`src/rtl/fetch_pkg.sv`:
```
// Shared types and default widths for the instruction fetch stage.
package fetch_pkg;

    localparam int DEFAULT_DATA_WIDTH = 16;
    localparam int DEFAULT_ADDR_WIDTH = 8;

    typedef enum logic [1:0] {
        ST_IDLE = 2'd0,
        ST_REQ  = 2'd1,
        ST_HOLD = 2'd2
    } fetch_state_e;

endpackage

```
`src/rtl/fetch_pc_reg.sv`:
```
// Program counter register: reset, then redirect, then sequential advance.
module fetch_pc_reg
    import fetch_pkg::*;
#(
    parameter int                    ADDR_WIDTH = DEFAULT_ADDR_WIDTH,
    parameter logic [ADDR_WIDTH-1:0] RESET_PC   = '0,
    parameter int                    PC_STEP    = 1
) (
    input  logic                  clock,
    input  logic                  reset_n,
    input  logic                  redirect_valid,
    input  logic [ADDR_WIDTH-1:0] redirect_target,
    input  logic                  advance,
    output logic [ADDR_WIDTH-1:0] pc,
    output logic [ADDR_WIDTH-1:0] pc_next,
    output logic [ADDR_WIDTH-1:0] pc_plus_step
);

    localparam logic [ADDR_WIDTH-1:0] STEP_W = ADDR_WIDTH'(PC_STEP);

    logic [ADDR_WIDTH-1:0] pc_q;
    logic [ADDR_WIDTH-1:0] pc_d;

    assign pc_plus_step = pc_q + STEP_W;

    always_comb begin
        pc_d = pc_q;
        if (redirect_valid) begin
            pc_d = redirect_target;
        end else if (advance) begin
            pc_d = pc_plus_step;
        end
    end

    always_ff @(posedge clock or negedge reset_n) begin
        if (!reset_n) begin
            pc_q <= RESET_PC;
        end else begin
            pc_q <= pc_d;
        end
    end

    assign pc      = pc_q;
    assign pc_next = pc_d;

endmodule

```
`src/rtl/fetch_unit.sv`:
```
// Sequential fetch stage with req/ack memory port and valid/ready decode port.
// Optional FETCH_PERF_COUNTERS_EN adds saturating fetch/squash counters.
//
// state | meaning
// IDLE  | no request outstanding, waiting for fetch_enable
// REQ   | read outstanding at mem_addr, waiting for mem_ack
// HOLD  | instruction presented to decode, waiting for ir_ready
module fetch_unit
    import fetch_pkg::*;
#(
    parameter int                    DATA_WIDTH = DEFAULT_DATA_WIDTH,
    parameter int                    ADDR_WIDTH = DEFAULT_ADDR_WIDTH,
    parameter logic [ADDR_WIDTH-1:0] RESET_PC   = '0,
    parameter int                    PC_STEP    = 1
) (
    input  logic                  clock,
    input  logic                  reset_n,
    input  logic                  fetch_enable,
    output logic                  mem_req,
    output logic [ADDR_WIDTH-1:0] mem_addr,
    input  logic                  mem_ack,
    input  logic [DATA_WIDTH-1:0] mem_rdata,
    input  logic                  redirect_valid,
    input  logic [ADDR_WIDTH-1:0] redirect_target,
    output logic [DATA_WIDTH-1:0] instruction_register,
    output logic [ADDR_WIDTH-1:0] instruction_pc,
    output logic [ADDR_WIDTH-1:0] incremented_program_counter,
    output logic                  ir_valid,
`ifdef FETCH_PERF_COUNTERS_EN
    output logic [15:0]           fetch_count,
    output logic [15:0]           squash_count,
`endif
    input  logic                  ir_ready
);

    fetch_state_e          state_q, state_d;
    logic                  squash_q, squash_d;
    logic [ADDR_WIDTH-1:0] mem_addr_q;
    logic [DATA_WIDTH-1:0] ir_q;
    logic [ADDR_WIDTH-1:0] ir_pc_q;
    logic [ADDR_WIDTH-1:0] ir_pc_inc_q;

    logic                  deliver;
    logic                  discard;
    logic                  load_addr;
    logic [ADDR_WIDTH-1:0] pc;
    logic [ADDR_WIDTH-1:0] pc_next;
    logic [ADDR_WIDTH-1:0] pc_plus_step;

    fetch_pc_reg #(
        .ADDR_WIDTH (ADDR_WIDTH),
        .RESET_PC   (RESET_PC),
        .PC_STEP    (PC_STEP)
    ) u_pc_reg (
        .clock           (clock),
        .reset_n         (reset_n),
        .redirect_valid  (redirect_valid),
        .redirect_target (redirect_target),
        .advance         (deliver),
        .pc              (pc),
        .pc_next         (pc_next),
        .pc_plus_step    (pc_plus_step)
    );

    always_comb begin
        state_d  = state_q;
        squash_d = squash_q;
        deliver  = 1'b0;
        discard  = 1'b0;
        case (state_q)
            ST_IDLE: begin
                if (fetch_enable) begin
                    state_d = ST_REQ;
                end
            end
            ST_REQ: begin
                if (mem_ack) begin
                    if (squash_q || redirect_valid) begin
                        discard  = 1'b1;
                        squash_d = 1'b0;
                        state_d  = fetch_enable ? ST_REQ : ST_IDLE;
                    end else begin
                        deliver = 1'b1;
                        state_d = ST_HOLD;
                    end
                end else if (redirect_valid) begin
                    // Address must stay put until the ack; remember to drop the data.
                    squash_d = 1'b1;
                end
            end
            ST_HOLD: begin
                if (redirect_valid) begin
                    discard = 1'b1;
                    state_d = fetch_enable ? ST_REQ : ST_IDLE;
                end else if (ir_ready) begin
                    state_d = fetch_enable ? ST_REQ : ST_IDLE;
                end
            end
            default: begin
                state_d = ST_IDLE;
            end
        endcase
    end

    // A new address is latched on every entry into REQ, including REQ->REQ after an ack.
    assign load_addr = (state_d == ST_REQ) && !((state_q == ST_REQ) && !mem_ack);

    always_ff @(posedge clock or negedge reset_n) begin
        if (!reset_n) begin
            state_q     <= ST_IDLE;
            squash_q    <= 1'b0;
            mem_addr_q  <= RESET_PC;
            ir_q        <= '0;
            ir_pc_q     <= '0;
            ir_pc_inc_q <= '0;
        end else begin
            state_q  <= state_d;
            squash_q <= squash_d;
            if (load_addr) begin
                mem_addr_q <= pc_next;
            end
            if (deliver) begin
                ir_q        <= mem_rdata;
                ir_pc_q     <= pc;
                ir_pc_inc_q <= pc_plus_step;
            end
        end
    end

`ifdef FETCH_PERF_COUNTERS_EN
    logic [15:0] fetch_cnt_q;
    logic [15:0] squash_cnt_q;

    always_ff @(posedge clock or negedge reset_n) begin
        if (!reset_n) begin
            fetch_cnt_q  <= '0;
            squash_cnt_q <= '0;
        end else begin
            if (deliver && (fetch_cnt_q != '1)) begin
                fetch_cnt_q <= fetch_cnt_q + 16'd1;
            end
            if (discard && (squash_cnt_q != '1)) begin
                squash_cnt_q <= squash_cnt_q + 16'd1;
            end
        end
    end

    assign fetch_count  = fetch_cnt_q;
    assign squash_count = squash_cnt_q;
`endif

    assign mem_req                     = (state_q == ST_REQ);
    assign mem_addr                    = mem_addr_q;
    assign ir_valid                    = (state_q == ST_HOLD);
    assign instruction_register        = ir_q;
    assign instruction_pc              = ir_pc_q;
    assign incremented_program_counter = ir_pc_inc_q;

endmodule

```
`config.mk`:
```
export PLATFORM = sky130hd
export DESIGN_NAME = fetch_unit
export DESIGN_NICKNAME = d
export VERILOG_FILES = /design/src/rtl/fetch_pkg.sv /design/src/rtl/fetch_pc_reg.sv /design/src/rtl/fetch_unit.sv
export SDC_FILE = /design/constraint.sdc
export NUM_CORES = 1
export LEC_CHECK = 0
export BUFFER_PORTS_ARGS = -buffer_cell sky130_fd_sc_hd__buf_4
export CAP_MARGIN = 40
export CELL_PAD_IN_SITES_DETAIL_PLACEMENT = 1
export CELL_PAD_IN_SITES_GLOBAL_PLACEMENT = 2
export CORE_MARGIN = 4
export CORE_UTILIZATION = 30
export CTS_CLUSTER_DIAMETER = 120
export DETAILED_ROUTE_END_ITERATION = 8
export PLACE_DENSITY = 0.88
export SLEW_MARGIN = 20
export SYNTH_ARGS = -nofsm -noshare
export SYNTH_HDL_FRONTEND = slang
export SYNTH_SLANG_ARGS = --single-unit
```
`constraint.sdc`:
```
create_clock -name clock -period 2.3 [get_ports clock]
set_input_delay 0.345 -clock clock [delete_from_list [all_inputs] [get_ports clock]]
set_output_delay 0.345 -clock clock [all_outputs]
set_load 0.02 [all_outputs]
```
==> results of run 1 <==
-- worst max-delay path by stage --
stage / from / end / slack [ns] / cells past startpoint
floorplan: u_pc_reg.pc[0] / mem_addr[6] / 0.56 / 6
global placement: u_pc_reg.pc[0] / mem_addr[6] / 0.48 / 6
detailed placement: u_pc_reg.pc[0] / mem_addr[6] / 0.41 / 6
CTS: u_pc_reg.pc[0] / mem_addr[6] / 0.37 / 6
global route: u_pc_reg.pc[0] / mem_addr[6] / 0.25 / 6
finish: u_pc_reg.pc[0] / mem_addr[6] / 0.39 / 6
-- power breakdown --
| part | leakage (nW) | switching, mW | internal, mW | total (mW) |
|---|---|---|---|---|
| clock network | 0.0502 | 0.298 | 0.318 | 0.617 |
| logic | 0.800 | 0.854 | 0.653 | 1.51 |
| registers | 0.621 | 0.210 | 1.25 | 1.46 |
| total | 1.47 | 1.36 | 2.22 | 3.58 |
-- layer usage --
metal	wire, um	track usage (%)	share of wire [%]
met2	2460	21.0	45
met4	74	4.69	1.4
met5	0	0	0
met1	2590	18.0	47
met3	353	2.74	6.4
-- registers in the layout, indices dropped and copies added, names as in the netlist --
signal	flops
state_q	2
mem_addr	8
squash_q	1
u_pc_reg.pc	8
incremented_program_counter	8
instruction_pc	8
instruction_register	16
-- logic make-up (layout without fill, tap and decap cells) --
kind of cell	Yosys count	after routing	synth area share, %
simple gates	107	107	21.9
flops	51	51	58.1
compound gates	18	18	4.90
buf+inv	14	86	3.02
mux	13	13	6.67
xor+xnor	12	12	4.79
fa+ha+maj	1	1	0.570
-- critical path: stages (launching register included) --
cell     delay, ns
dfrtp_1       0.46
ha_1          0.23
nand3_1       0.18
nor4_2        0.29
xor2_1        0.10
mux2_2        0.28
mux2_2        0.26
-- per-stage QoR --
stage / power (mW) / instance area [um^2] / hold slack (ns) / instances / utilization, %
4_1_cts: 3.64 / 2930 / 0.0844 / 384 / 42.3
3_5_place_dp: 3.02 / 2830 / 0.421 / 377 / 40.7
6_report: 3.58 / 2930 / 0.0644 / 384 / 42.3
3_3_place_gp: 2.98 / 2830 / 0.421 / 377 / 40.7
5_1_grt: 3.83 / 2930 / 0.109 / 384 / 42.3
2_1_floorplan: 2.27 / 2200 / 0.0494 / 216 / -
-- Yosys cell counts, types with 2 or more instances --
master    number  area, um^2
a21oi_1        2        10.0
buf_1          2        7.51
buf_2          2        10.0
clkbuf_1       4        15.0
dfrtp_1       51        1280
inv_1          4        15.0
mux2_2        13         146
nand2_1       88         330
nand2b_1       3        18.8
nor2_1         4        15.0
nor3_1         2        10.0
nor4_2         2        25.0
o21ai_0        9        45.0
xnor2_1        5        43.8
xor2_1         7        61.3
-- final cells by class --
type / instances / area (um^2) / area share [%]
multi-input cells: 151 / 853 / 29.1
clock buffers: 5 / 68.8 / 2.35
flip-flops and latches: 51 / 1280 / 43.5
repair buffers: 75 / 563 / 19.2
well taps: 96 / 120 / 4.09
inverters: 4 / 15.0 / 0.512
clock inverters: 2 / 37.5 / 1.28
==> reports/results.tsv, run 1 <==
stage	metric	value	unit
sta	fin_skew	0.0107	ns
final_layout	fillerInstances	815	
power_and_ir_drop	peakVddDrop	0.420	mV
min_path	hold_path_class	in2async	
setup_path	r2r_end	mem_addr[6]	
sta	relSlewSlack	56.6	%
final_layout	final_common_cell	nand2_1	
sta	post-route-period-util	83.1	%
run	max_cap_viol_count	0	
die	start_util	31.6	%
setup_path	critical_path_arrival	2.11	ns
drt	vias	1731	
final_layout	syn2layout_area_growth	33.6	%
clock_network	path_clk_slew	0.10	ns
drt	drt-initial-drc-count	47	
sta	worst_pin_slew	0.651	ns
setup_path	cp-start-kind	flip-flop	
clock_network	ctsResizeCount	0	
setup_path	reg2reg_slack	0.39	ns
clock_network	cts_hold_buffers	0	
sta	finalSetupViolations	0	
setup_path	path_class	reg2reg	
die	io-pin-count	72	
grt	grt_pass1_vias	1830	
synth	seq_area_frac_synth	58.1	%
power_and_ir_drop	power.density	1220	nW/um^2
clock_network	cts_root_buf	clkbuf_8	
drt	post-route-drc-count	0	
drt	routedWlPerCell	14.3	um
placed_design	gp_congestion	0.725	
clock_network	clock_latency	0.31	ns
synth	synth_edf_count	0	
grt	grt_max_degree	52	
placed_design	post-place-ws	0.405	ns
grt	grt_first_pass_wirelength	9080	um
setup_path	required	2.50	ns
grt	antenna_found_initial	0	
sta	hold_violations	0	
synth	ys.flop_type	dfrtp_1	
synth	synth_fp_nets	247	
synth	syn-cell-area	2200	um^2
drt	avgViaCountPerCell	4.51	
placed_design	dp_hpwl	4090	um
synth	synth_cell_types	33	
clock_network	clockBufferDepth	2	
die	fp.dieArea	8750	um^2
drt	first_pass_iters	4	
final_layout	final_cell_mix	88 x nand2_1, 75 x buf_4, 51 x dfrtp_1	
drt	routed_wirelength	5480	um
sta	setup-tns-final	0	ns
die	core.rowCount	30	
setup_path	r2r_cells	6	
sta	fmax	0.523	GHz
grt	overflow	0	
sta	rsz0062_at_grt	false	
setup_path	crit_fanout	5	
sta	slew_viol_final	0	
grt	track_usage	13.3	%
power_and_ir_drop	leakagePower	1.47	nW
clock_network	cts_tree	done	
clock_network	cts_htree_levels	2	
final_layout	fin_nets	319	
die	core_area	6940	um^2
synth	synthArstFlopShare	100	%
clock_network	numCtsBuffers	5	
die	die_h	93.6	um
final_layout	antennaDiodeCount	0	
setup_path	reg2reg_from	u_pc_reg.pc[0]	
drt	ant_nets	0	
clock_network	cts_sinks	51	
clock_network	post-cts-setup-buffer-count	0	
placed_design	place.port_buffers	71	
synth	syn_area_per_cell	10.2	um^2
sta	fin_crit	1.91	ns
final_layout	drive_above_1_share	35.1	%
synth	synthCells	216	
sta	fin_ws	0.389	ns
synth	yosysWarnings	0	
synth	ys_seq_elements	51	
setup_path	endpoint_kind	flip-flop	
run_status	status	complete, no violations	
die	die_w	93.6	um
Power figures use the tool's default switching activity.
==> run 2: changes to the inputs <==
--- a/config.mk
+++ b/config.mk
@@ -10,10 +10,10 @@
 export CELL_PAD_IN_SITES_DETAIL_PLACEMENT = 1
 export CELL_PAD_IN_SITES_GLOBAL_PLACEMENT = 2
 export CORE_MARGIN = 4
-export CORE_UTILIZATION = 30
+export CORE_UTILIZATION = 27
 export CTS_CLUSTER_DIAMETER = 120
 export DETAILED_ROUTE_END_ITERATION = 8
-export PLACE_DENSITY = 0.88
+export PLACE_DENSITY = 0.84
 export SLEW_MARGIN = 20
 export SYNTH_ARGS = -nofsm -noshare
 export SYNTH_HDL_FRONTEND = slang
==> constraint.sdc (replaced) <==
create_clock -name clock -period 1.6 [get_ports clock]
set_input_delay 0.24 -clock clock [delete_from_list [all_inputs] [get_ports clock]]
set_output_delay 0.24 -clock clock [all_outputs]
set_load 0.02 [all_outputs]
==> run 2 against run 1 <==
Total power grew 58%. Maximum frequency is 13% higher. Critical path depth increased by 2. Hold slack better by 0.048 ns. Clock-buffer cell count unchanged. Sequential power is 43% higher. Largest cell class unchanged. The flow now finishes with violations (setup timing).
==> reports/results.tsv, run 2 (same netlist as run 1, synthesis figures left out) <==
stage	metric	value	unit	change
power_and_ir_drop	p_sw	2.08	mW	was 1.36 mW
placed_design	place.port_buffers	71		unchanged
final_layout	drive_above_1_share	47.7	%	was 35.1%
drt	first_pass_iters	4		unchanged
setup_path	critical_path_arrival	1.89	ns	was 2.11 ns
sta	rsz0062_at_grt	true		was false
run_status	failed_checks	setup timing		
clock_network	cts_sinks	51		unchanged
final_layout	antennaDiodeCount	0		unchanged
sta	fin_skew	0.0105	ns	was 0.0107 ns
grt	antenna_found_initial	0		unchanged
drt	avgViaCountPerCell	4.38		was 4.51
clock_network	path_clk_slew	0.10	ns	about the same
clock_network	cts_htree_levels	2		unchanged
power_and_ir_drop	pwr-share-clk	18.9	%	was 17.2%
sta	finalSetupViolations	7		was 0
power_and_ir_drop	p_sw_share	36.8	%	was 38.0%
min_path	hold_depth	3		
setup_path	r2r_end	mem_addr[0]		was mem_addr[6]
final_layout	final_cell_mix	101 x buf_4, 86 x nand2_1, 50 x dfrtp_1		was 88 x nand2_1, 75 x buf_4, 51 x dfrtp_1
power_and_ir_drop	power_frac_comb	44.1	%	was 42.1%
sta	fin_ws	-0.0843	ns	was 0.389 ns
sta	slew_viol_final	0		unchanged
sta	worst_pin_slew	0.648	ns	was 0.651 ns
final_layout	largest_register_ffs	16		unchanged
die	fp.dieArea	9640	um^2	was 8750 um^2
clock_network	clockBufferDepth	2		unchanged
setup_path	r2r_cells	8		was 6
power_and_ir_drop	seq_power_share	37.0	%	was 40.7%
drt	post-route-drc-count	0		unchanged
setup_path	reg2reg_from	squash_q		was u_pc_reg.pc[0]
drt	routedWlPerCell	14.3	um	about the same
power_and_ir_drop	cellInternalPower	3.57	mW	was 2.22 mW
setup_path	crit_fanout	7		was 5
die	die_w	98.2	um	was 93.6 um
setup_path	path_class	reg2reg		unchanged
grt	track_usage	12.9	%	was 13.3%
die	io-pin-count	72		unchanged
setup_path	cp-start-kind	flip-flop		unchanged
clock_network	numCtsBuffers	5		unchanged
power_and_ir_drop	power.density	1640	nW/um^2	was 1220 nW/um^2
placed_design	gp_congestion	0.749		was 0.725
run_status	status	complete, but fails checks		was complete, no violations
sta	fmax	0.594	GHz	was 0.523 GHz
min_path	min-delay-start	mem_rdata[11]		
sta	relSlewSlack	56.8	%	was 56.6%
drt	drt-initial-drc-count	51		was 47
drt	vias	1870		was 1731
final_layout	syn2layout_area_growth	56.8	%	was 33.6%
drt	ant_nets	0		unchanged
die	core_area	7810	um^2	was 6940 um^2
grt	grt_max_degree	52		unchanged
clock_network	cts_tree	done		unchanged
setup_path	endpoint_kind	flip-flop		unchanged
final_layout	fin_nets	355		was 319
sta	fin_crit	1.68	ns	was 1.91 ns
grt	top_usage_layer	met2		unchanged
min_path	hold_end	instruction_register[11]		
final_layout	final_common_cell	buf_4		was nand2_1
grt	grt_first_pass_wirelength	10100	um	was 9080 um
final_layout	design_area	3440	um^2	was 2930 um^2
setup_path	reg2reg_slack	-0.08	ns	was 0.39 ns
die	core.rowCount	32		was 30
grt	overflow	0		unchanged
grt	grt_util_met2	21.5	%	was 21.0%
power_and_ir_drop	peakVddDrop	0.498	mV	was 0.420 mV
power_and_ir_drop	leakagePower	1.76	nW	was 1.47 nW
clock_network	cts_root_buf	clkbuf_8		unchanged
sta	setup-tns-final	-0.498	ns	was 0 ns
grt	global_route.usage.met3	3.29	%	was 2.74%
drt	routed_wirelength	6120	um	was 5480 um
placed_design	placed_area	3070	um^2	was 2830 um^2
min_path	hold_path_class	in2reg		was in2async
grt	grt_pass1_vias	2029		was 1830
setup_path	required	1.80	ns	was 2.50 ns
die	die_h	98.2	um	was 93.6 um
placed_design	dp_hpwl	4380	um	was 4090 um
grt	use_met1	16.7	%	was 18.0%
die	start_util	28.1	%	was 31.6%
run	max_cap_viol_count	0		unchanged
sta	post-route-period-util	105	%	was 83.1%
clock_network	clock_latency	0.31	ns	about the same
sta	hold_violations	0		unchanged
==> run 2: cell count changes in the layout (fill, tap and decap cells not counted), sizes merged <==
cell,delta
dlygate4sd3,+1
buf,+35
bufinv,+1
==> run 2: power by group through the flow <==
stage / Clock, mW / Combinational (mW) / Sequential [mW]
final: 1.07 / 2.49 / 2.09
after global routing: 1.16 / 2.70 / 2.17
after CTS: 1.10 / 2.49 / 2.10
after detailed placement: 0 / 2.37 / 2.12
after global placement: 0 / 2.33 / 2.09
after floorplan: 0 / 0.597 / 2.68
==> run 2: what timing repair did <==
action                                 in CTS  in global routing
pin swaps                                  12                  7
gates resized for setup                    26                 14
buffers inserted                            8                  2
setup endpoints to repair                   8                 42
endpoints found under the hold margin      51                  0
hold buffers                                1                  0
==> run 2: worst max path at each step <==
stage,from,to,slack [ns],depth (start not counted)
finish,squash_q,mem_addr[0],-0.08,8
detailed placement,squash_q,mem_addr[6],-0.17,6
floorplan,state_q[1],mem_addr[6],-0.12,6
global route,squash_q,mem_addr[5],-0.15,6
global placement,squash_q,mem_addr[6],-0.13,6
CTS,state_q[1],mem_addr[7],-0.07,7
==> run 2: worst max-delay path, stage by stage (launching register included) <==
cell	delay (ns)
dfrtp_1	0.39
nand4bb_1	0.21
buf_6	0.17
buf_6	0.12
nor2_8	0.09
buf_6	0.13
xnor2_2	0.12
o21ai_2	0.07
mux2_2	0.26
==> run 2: through the flow <==
step                power [mW]  cells  setup slack, ns  hold WS (ns)  util [%]
floorplan                 3.28    216           -0.119       -0.0556         -
global placement          4.42    410           -0.129         0.316      39.3
detailed placement        4.48    410           -0.172         0.315      39.3
CTS                       5.69    425          -0.0694        0.0998      43.2
global route              6.04    427           -0.150         0.102      44.1
finish                    5.65    427          -0.0843         0.113      44.1
==> run 2: final cells by class <==
| type | count | area, um^2 |
|---|---|---|
| clock inverters | 3 | 67.6 |
| fillers | 888 | 4370 |
| clock buffers | 5 | 68.8 |
| flip-flops and latches | 51 | 1280 |
| well taps | 102 | 128 |
| inverters | 4 | 15.0 |
| repair buffers | 111 | 870 |
| multi-input cells | 151 | 1020 |
==> run 2: layer usage <==
| layer | up-vias | routed length, um |
|---|---|---|
| met5 | - | 0 |
| met4 | 0 | 77 |
| met3 | 8 | 352 |
| met2 | 58 | 2880 |
| met1 | 893 | 2810 |
| li1 | 911 | - |
